--- src/rtl/sim_report_driver.sv ---
// Status driver for the bench top: queues checkpoint codes, shows each one on
// sim_report for a fixed hold time, and reports done/success with a watchdog.
module sim_report_driver #(
    parameter int unsigned DEPTH          = 4,
    parameter int unsigned HOLD_CYCLES    = 4,
    parameter int unsigned TIMEOUT_CYCLES = 65536
) (
    input  logic        refclk,
    input  logic        rst,
    input  logic        evt_valid,
    output logic        evt_ready,
    input  logic [31:0] evt_code,
    input  logic        evt_fail,
    input  logic        finish,
    output logic [31:0] sim_report,
    output logic        sim_done,
    output logic        sim_success,
    output logic [7:0]  fail_count,
    output logic        busy
);

    localparam int unsigned AW = $clog2(DEPTH);
    localparam int unsigned PW = AW + 1;
    localparam int unsigned HW = $clog2(HOLD_CYCLES) + 1;
    localparam int unsigned WW = $clog2(TIMEOUT_CYCLES) + 1;
    localparam logic [HW-1:0] HOLD_INIT = HW'(HOLD_CYCLES - 1);
    localparam logic [WW-1:0] WD_LAST   = WW'(TIMEOUT_CYCLES - 1);
    localparam logic          WD_EN     = (TIMEOUT_CYCLES != 0);
    localparam logic [31:0]   WD_CODE   = 32'hDEAD_DEAD;

    typedef enum logic [1:0] {
        IDLE = 2'd0,
        SHOW = 2'd1,
        DONE = 2'd2
    } state_t;

    state_t        state_q, state_d;
    logic [PW-1:0] wr_ptr_q, wr_ptr_d;
    logic [PW-1:0] rd_ptr_q, rd_ptr_d;
    logic [HW-1:0] hold_q, hold_d;
    logic [WW-1:0] wd_q, wd_d;
    logic [31:0]   report_q, report_d;
    logic          done_q, done_d;
    logic          success_q, success_d;
    logic [7:0]    fails_q, fails_d;
    logic          pending_q, pending_d;
    logic [31:0]   mem_q [DEPTH];

    logic full, empty, push, wd_fire;

    assign empty = (wr_ptr_q == rd_ptr_q);
    assign full  = (wr_ptr_q[PW-1] != rd_ptr_q[PW-1]) &&
                   (wr_ptr_q[AW-1:0] == rd_ptr_q[AW-1:0]);

    assign evt_ready   = !full && (state_q != DONE);
    assign push        = evt_valid && evt_ready;
    assign wd_fire     = WD_EN && (state_q != DONE) && (wd_q == WD_LAST);
    assign busy        = !empty || (state_q == SHOW);
    assign sim_report  = report_q;
    assign sim_done    = done_q;
    assign sim_success = success_q;
    assign fail_count  = fails_q;

    always_comb begin
        state_d   = state_q;
        wr_ptr_d  = wr_ptr_q;
        rd_ptr_d  = rd_ptr_q;
        hold_d    = hold_q;
        wd_d      = wd_q;
        report_d  = report_q;
        done_d    = done_q;
        success_d = success_q;
        fails_d   = fails_q;
        pending_d = pending_q || (finish && state_q != DONE);

        if (push) begin
            wr_ptr_d = wr_ptr_q + PW'(1);
            if (evt_fail && fails_q != 8'hFF) begin
                fails_d = fails_q + 8'd1;
            end
        end

        if (WD_EN && state_q != DONE) begin
            wd_d = wd_q + WW'(1);
        end

        unique case (state_q)
            IDLE: begin
                if (!empty) begin
                    rd_ptr_d = rd_ptr_q + PW'(1);
                    report_d = mem_q[rd_ptr_q[AW-1:0]];
                    hold_d   = HOLD_INIT;
                    state_d  = SHOW;
                end else if (pending_q && !push) begin
                    // a same-cycle push would be lost, so finishing waits for it
                    state_d   = DONE;
                    done_d    = 1'b1;
                    success_d = (fails_q == 8'd0);
                end
            end
            SHOW: begin
                if (hold_q != '0) begin
                    hold_d = hold_q - HW'(1);
                end else begin
                    state_d = IDLE;
                end
            end
            DONE: ;
            default: ;
        endcase

        if (wd_fire) begin
            state_d   = DONE;
            done_d    = 1'b1;
            success_d = 1'b0;
            report_d  = WD_CODE;
            wr_ptr_d  = '0;
            rd_ptr_d  = '0;
        end
    end

    always_ff @(posedge refclk) begin
        if (rst) begin
            state_q   <= IDLE;
            wr_ptr_q  <= '0;
            rd_ptr_q  <= '0;
            hold_q    <= '0;
            wd_q      <= '0;
            report_q  <= '0;
            done_q    <= 1'b0;
            success_q <= 1'b0;
            fails_q   <= '0;
            pending_q <= 1'b0;
        end else begin
            state_q   <= state_d;
            wr_ptr_q  <= wr_ptr_d;
            rd_ptr_q  <= rd_ptr_d;
            hold_q    <= hold_d;
            wd_q      <= wd_d;
            report_q  <= report_d;
            done_q    <= done_d;
            success_q <= success_d;
            fails_q   <= fails_d;
            pending_q <= pending_d;
        end
    end

    always_ff @(posedge refclk) begin
        if (push) begin
            mem_q[wr_ptr_q[AW-1:0]] <= evt_code;
        end
    end

endmodule

--- config.mk ---
export PLATFORM = sky130hd
export DESIGN_NAME = sim_report_driver
export DESIGN_NICKNAME = d
export VERILOG_FILES = /design/src/rtl/sim_report_driver.sv
export SDC_FILE = /design/constraint.sdc
export NUM_CORES = 1
export LEC_CHECK = 0
export ABC_AREA = 1
export ABC_CLOCK_PERIOD_IN_PS = 5800
export CORE_MARGIN = 2
export CORE_UTILIZATION = 61
export DETAILED_ROUTE_END_ITERATION = 6
export PLACE_DENSITY = 0.85
export SYNTH_ARGS = -nofsm -noshare
export SYNTH_HDL_FRONTEND = slang
export SYNTH_SLANG_ARGS = --single-unit
--- constraint.sdc ---
create_clock -name refclk -period 5.8 [get_ports refclk]
set_input_delay 0.87 -clock refclk [delete_from_list [all_inputs] [get_ports refclk]]
set_output_delay 0.87 -clock refclk [all_outputs]
set_load 0.01 [all_outputs]
# Word level (Yosys, flattened, before mapping)
# Memory sizes are Yosys's and may differ from the RTL's. A register that Yosys moved wholly into a read port is not among the register bits.
# Index checks and enable logic that the tools add are counted.
# totals
output_inout_bits	44
ramBits	128
n_memories	1
latchBits	0
regBits	71
rom_bits	0
elab_cells	81
input_bits	37
# op_classes
shifts	0
n_mul	0
muxes	19
reduce_logical	29
eq_ne	14
n_addsub	5
order_cmp	0
n_div	0
bitwise	1
# memory_table
memory	depth	word_bits	rd	rd_ports_with_merged_regs	wr	line_no	rtl
mem_q	4	32	1	1	1	47	logic [31:0] mem_q [DEPTH];
# op_table
operator	n
$mux 32	3
$add 17x1->17 const B	1
$eq 17x16->1 const B	1
$reduce_and 3->1	5
$mux 2	6
$add 8x1->8 const B	1
$logic_not 8->1	1
$ne 8x8->1 const B	1
$reduce_bool 2->1	4
$logic_and 1x1->1	7
$add 3x1->3 const B	2
$mux 1	6
$mux 3	2
$ne 2x2->1 const B	3
$ne 3x3->1 const B	2
$pmux 3 s2	1
$reduce_and 2->1	3
$reduce_bool 3->1	2
$ne 2x1->1 const B	2
$ne 4x4->1 const B	1
$pmux 2 s2	1
$eq 3x3->1	1
$logic_not 1->1	3
$sub 3x1->3 const B	1
7 further kinds	8

# Longest topological paths before layout
# logic_depth
ltp_word	11
mapped_depth	13
ltp_nobuf	12

# Worst setup path before layout
# No wires, ideal clock.
# synth_timing
path_type	input to register
startpoint	input evt_valid
endpoint	memory mem_q[0][0] (enable)
setup_slack_ns	2.887
n_path_buf	1
cell_stages	3
required_time_ns	5.379
t_arrival_ns	2.492
setup_ns	0.421
cell_sequence	nand3_2 -> buf_4 -> nor2_1
# synth_between
elab_chain_len	3
# synth_rtl
item	line_no	rtl
start, declared	10	input logic evt_valid,
$logic_and 1x1->1	56	assign push = evt_valid && evt_ready;
$mux 1	149	if (push) begin
$mux 1 (implied by the code)	150	mem_q[wr_ptr_q[AW-1:0]] <= evt_code;
end, declared	47	
# Every way passes these cells.

# Worst setup path in the final report
# layout_timing
startpoint	register wd_q[0]
endpoint	register report_q[1], in the netlist sim_report[1]
# layout_between
elab_chain_len	3
# layout_rtl
item	line_no	rtl
start, declared	41	logic [WW-1:0] wd_q, wd_d;
start signal, assigned	139	wd_q <= wd_d;
$eq 17x16->1	57	assign wd_fire = WD_EN && (state_q != DONE) && (wd_q == WD_LAST);
$logic_and 1x1->1	57	
$reduce_or 2->1 (no line)	-	
end signal, assigned	140	report_q <= report_d;
end, declared	42	logic [31:0] report_q, report_d;
# Every way passes these cells.
# A chain may end at the register's enable or synchronous reset.

==> results.ini <==
[setup_path]
startpoint_type = flip-flop
path_cells = ha_1 > nand2_1 > inv_1 > nand2_1 > nor3_1 > ha_1 > nand2_2 > inv_2 > nor2_4 > inv_2 > a21oi_1
worstPathArrival_ns = 3.24
cpMaxStageDelayCell = inv_2
max_stage_delay_ns = 0.55
cp_top_family = buffers and inverters
worstSetupEndpointType = flip-flop
worst-path-buf-inv = 3
critPathKind = reg2reg
crit_required_ns = 6.14
cp_max_fo = 24

[sta]
fin_skew_ns = 0.00833
final.setup.tns_ns = 0
setup_viol = 0
rsz0062_at_grt = no
drv_slew = 0
max_freq_mhz = 345
whs_ns = 0.481
relSlewSlack_pct = 26.2
fin_crit_ns = 2.90
worst_slew_pin_slew_ns = 1.10
finalHoldViolCount = 0
layout_worst_path_cycle_share_pct = 50.0

[final_layout]
filler_cell_count = 885
fin_cells = 1023
multiInputGateArea_um2 = 2490
final_nets = 881
regArea_um2 = 5310
num_antenna_cells = 0
drive_gt1_share_pct = 9.80
area_growth_pct = 18.4

[cts]
cts_resized = 0
clock-sinks = 201
cts_tree = yes
htree_levels = 1
clkLatencyLatePin_ns = 0.48
cts-root-buf = clkbuf_16
ctsHoldBuffers = 0
clk_pin_slew_ns = 0.06
post_cts_buffers = 0
cts_buffers = 21
clock_path_buffers = 3

[power_and_ir_drop]
p_clk_share_pct = 27.2
power.switching_uw = 1650
switching_share_pct = 34.1
share_comb_of_total_power_pct = 31.0
p_per_area_nw_per_um2 = 499
internal_power_uw = 3190
vdd_drop_max_mv = 0.299
p_leak_uw = 0.00345
power_frac_seq_pct = 41.9

[logic_synthesis]
syn_nets = 816
syn_area_um2 = 8190
netlist.area_leader.share_pct = 46.9
ys_async_sr_fraction_pct = 0
synth_edf_count = 128
synth_common_cells = nor2_1, edfxtp_1, o21ai_0, nand2_1, dfxtp_1
syn_avg_cell_area_um2 = 10.7
ys_warn_count = 0
netlist_instances = 768
yosysSeqAreaShare_pct = 64.8
synth_flop_cell = edfxtp_1
ys_types = 40
yosysMostFrequentCell = nor2_1
ys_ff_latch = 201
synth_area_leaders = edfxtp_1, dfxtp_1, nor2_1, o21ai_0, nand2_1
yosysTopAreaCell = edfxtp_1

[grt]
grt_pass1_vias = 5957
grt_remaining_overflow = 0
grt_pass1_wl_um = 28500
grt.total_usage_pct = 24.7
grt_max_degree = 66
antenna_found_initial = 0

[drt]
avgViaCountPerCell = 5.74
vias = 5873
totalWireLength_um = 17600
drt-initial-drc-count = 577
firstDrtPassIters = 5
ant_nets = 0
wl_per_cell_um = 17.2
drc = 0

[floorplan]
num_rows = 42
start_util_pct = 62.1
die_h_um = 120
core_um2 = 13200
die_w_um = 120
die_area_um2 = 14400
io-pin-count = 81

[min_path]
holdCritPathClass = reg2reg

[place]
dp_hpwl_um = 10500
gp_congestion = 0.820
dp_cells = 986
portBuffers = 80

[run]
max_cap_viol_count = 0

[outcome]
status = finished, final reports clean

==> layout by cell type (no fill, tap or decap), types with 16 or more instances in the layout <==
cell	Yosys	layout
dfxtp_1	73	71
o21ai_0	82	82
nor2_1	141	138
o21ai_1	16	16
nor3_1	27	27
a21oi_1	29	29
o211ai_1	23	23
clkbuf_16	0	22
edfxtp_1	128	128
inv_1	39	39
clkdlybuf4s50_1	0	80
nand2_1	74	74
==> power groups by stage <==
| stage | Combinational (µW) | Sequential [µW] | Clock [µW] |
|---|---|---|---|
| floorplan | 1060 | 1980 | 0 |
| global placement | 1390 | 2030 | 0 |
| detailed placement | 1460 | 2050 | 0 |
| CTS | 1500 | 2030 | 1320 |
| global route | 1650 | 2060 | 1390 |
| finish | 1500 | 2030 | 1320 |
==> registers in the layout (all words and copies together), names as in the netlist, named ones only <==
signal	flops
wd_q	17
sim_done	1
sim_success	1
fail_count	8
wr_ptr_q	3
sim_report	32
state_q	2
pending_q	1
hold_q	3
rd_ptr_q	3
mem_q	128
==> cells by family after synthesis <==
group,count (synthesis),share of synthesized area (%)
simple gates,284,15.3
buf+inv,88,5.15
fa+ha+maj,11,1.68
compound gates,175,12.2
xor+xnor,9,0.962
flops,201,64.8
==> tightest hold or removal path, stage by stage (launching register included) <==
cell and delay (ns):
dfxtp_1 0.32, nand2_2 0.07, a21oi_2 0.05
==> stage by stage <==
stage | total power, µW | utilization, % | worst slack [ns] | cell area (µm²)
after detailed placement | 3510 | 68.3 | 2.71 | 9010
after global placement | 3430 | 68.3 | 2.81 | 9010
after global routing | 5100 | 73.5 | 2.67 | 9700
final | 4840 | 73.5 | 2.90 | 9700
after CTS | 4840 | 73.5 | 2.92 | 9700
after floorplan | 3040 | - | 2.89 | 8190
==> layer usage <==
layer | global-route usage (%) | wire length [µm]
met5 | 0 | 0
met4 | 8.38 | 407
met3 | 3.47 | 958
met2 | 44.8 | 9250
met1 | 30.4 | 6960
==> cell type report <==
class	instances	share of cell area, %
clock buffers	32	6.62
clock inverters	5	0.529
inverters	50	1.96
multi-input cells	479	25.7
flip-flops and latches	201	54.7
well taps	176	2.27
repair buffers	80	8.25
==> final timing paths <==
| kind | startpoint | to | slack (ns) | cells after the start |
|---|---|---|---|---|
| hold / removal | sim_report[24]$_SDFFE_PP0P_ | sim_report[24]$_SDFFE_PP0P_ | 0.48 | 2 |
| setup / recovery | wd_q[0]$_SDFFE_PP0N_ | sim_report[1]$_SDFFE_PP0P_ | 2.90 | 11 |
| setup reg to reg | wd_q[0]$_SDFFE_PP0N_ | sim_report[1]$_SDFFE_PP0P_ | 2.90 | 11 |
| hold reg to reg | sim_report[24]$_SDFFE_PP0P_ | sim_report[24]$_SDFFE_PP0P_ | 0.48 | 2 |
Power figures use the tool's default switching activity.
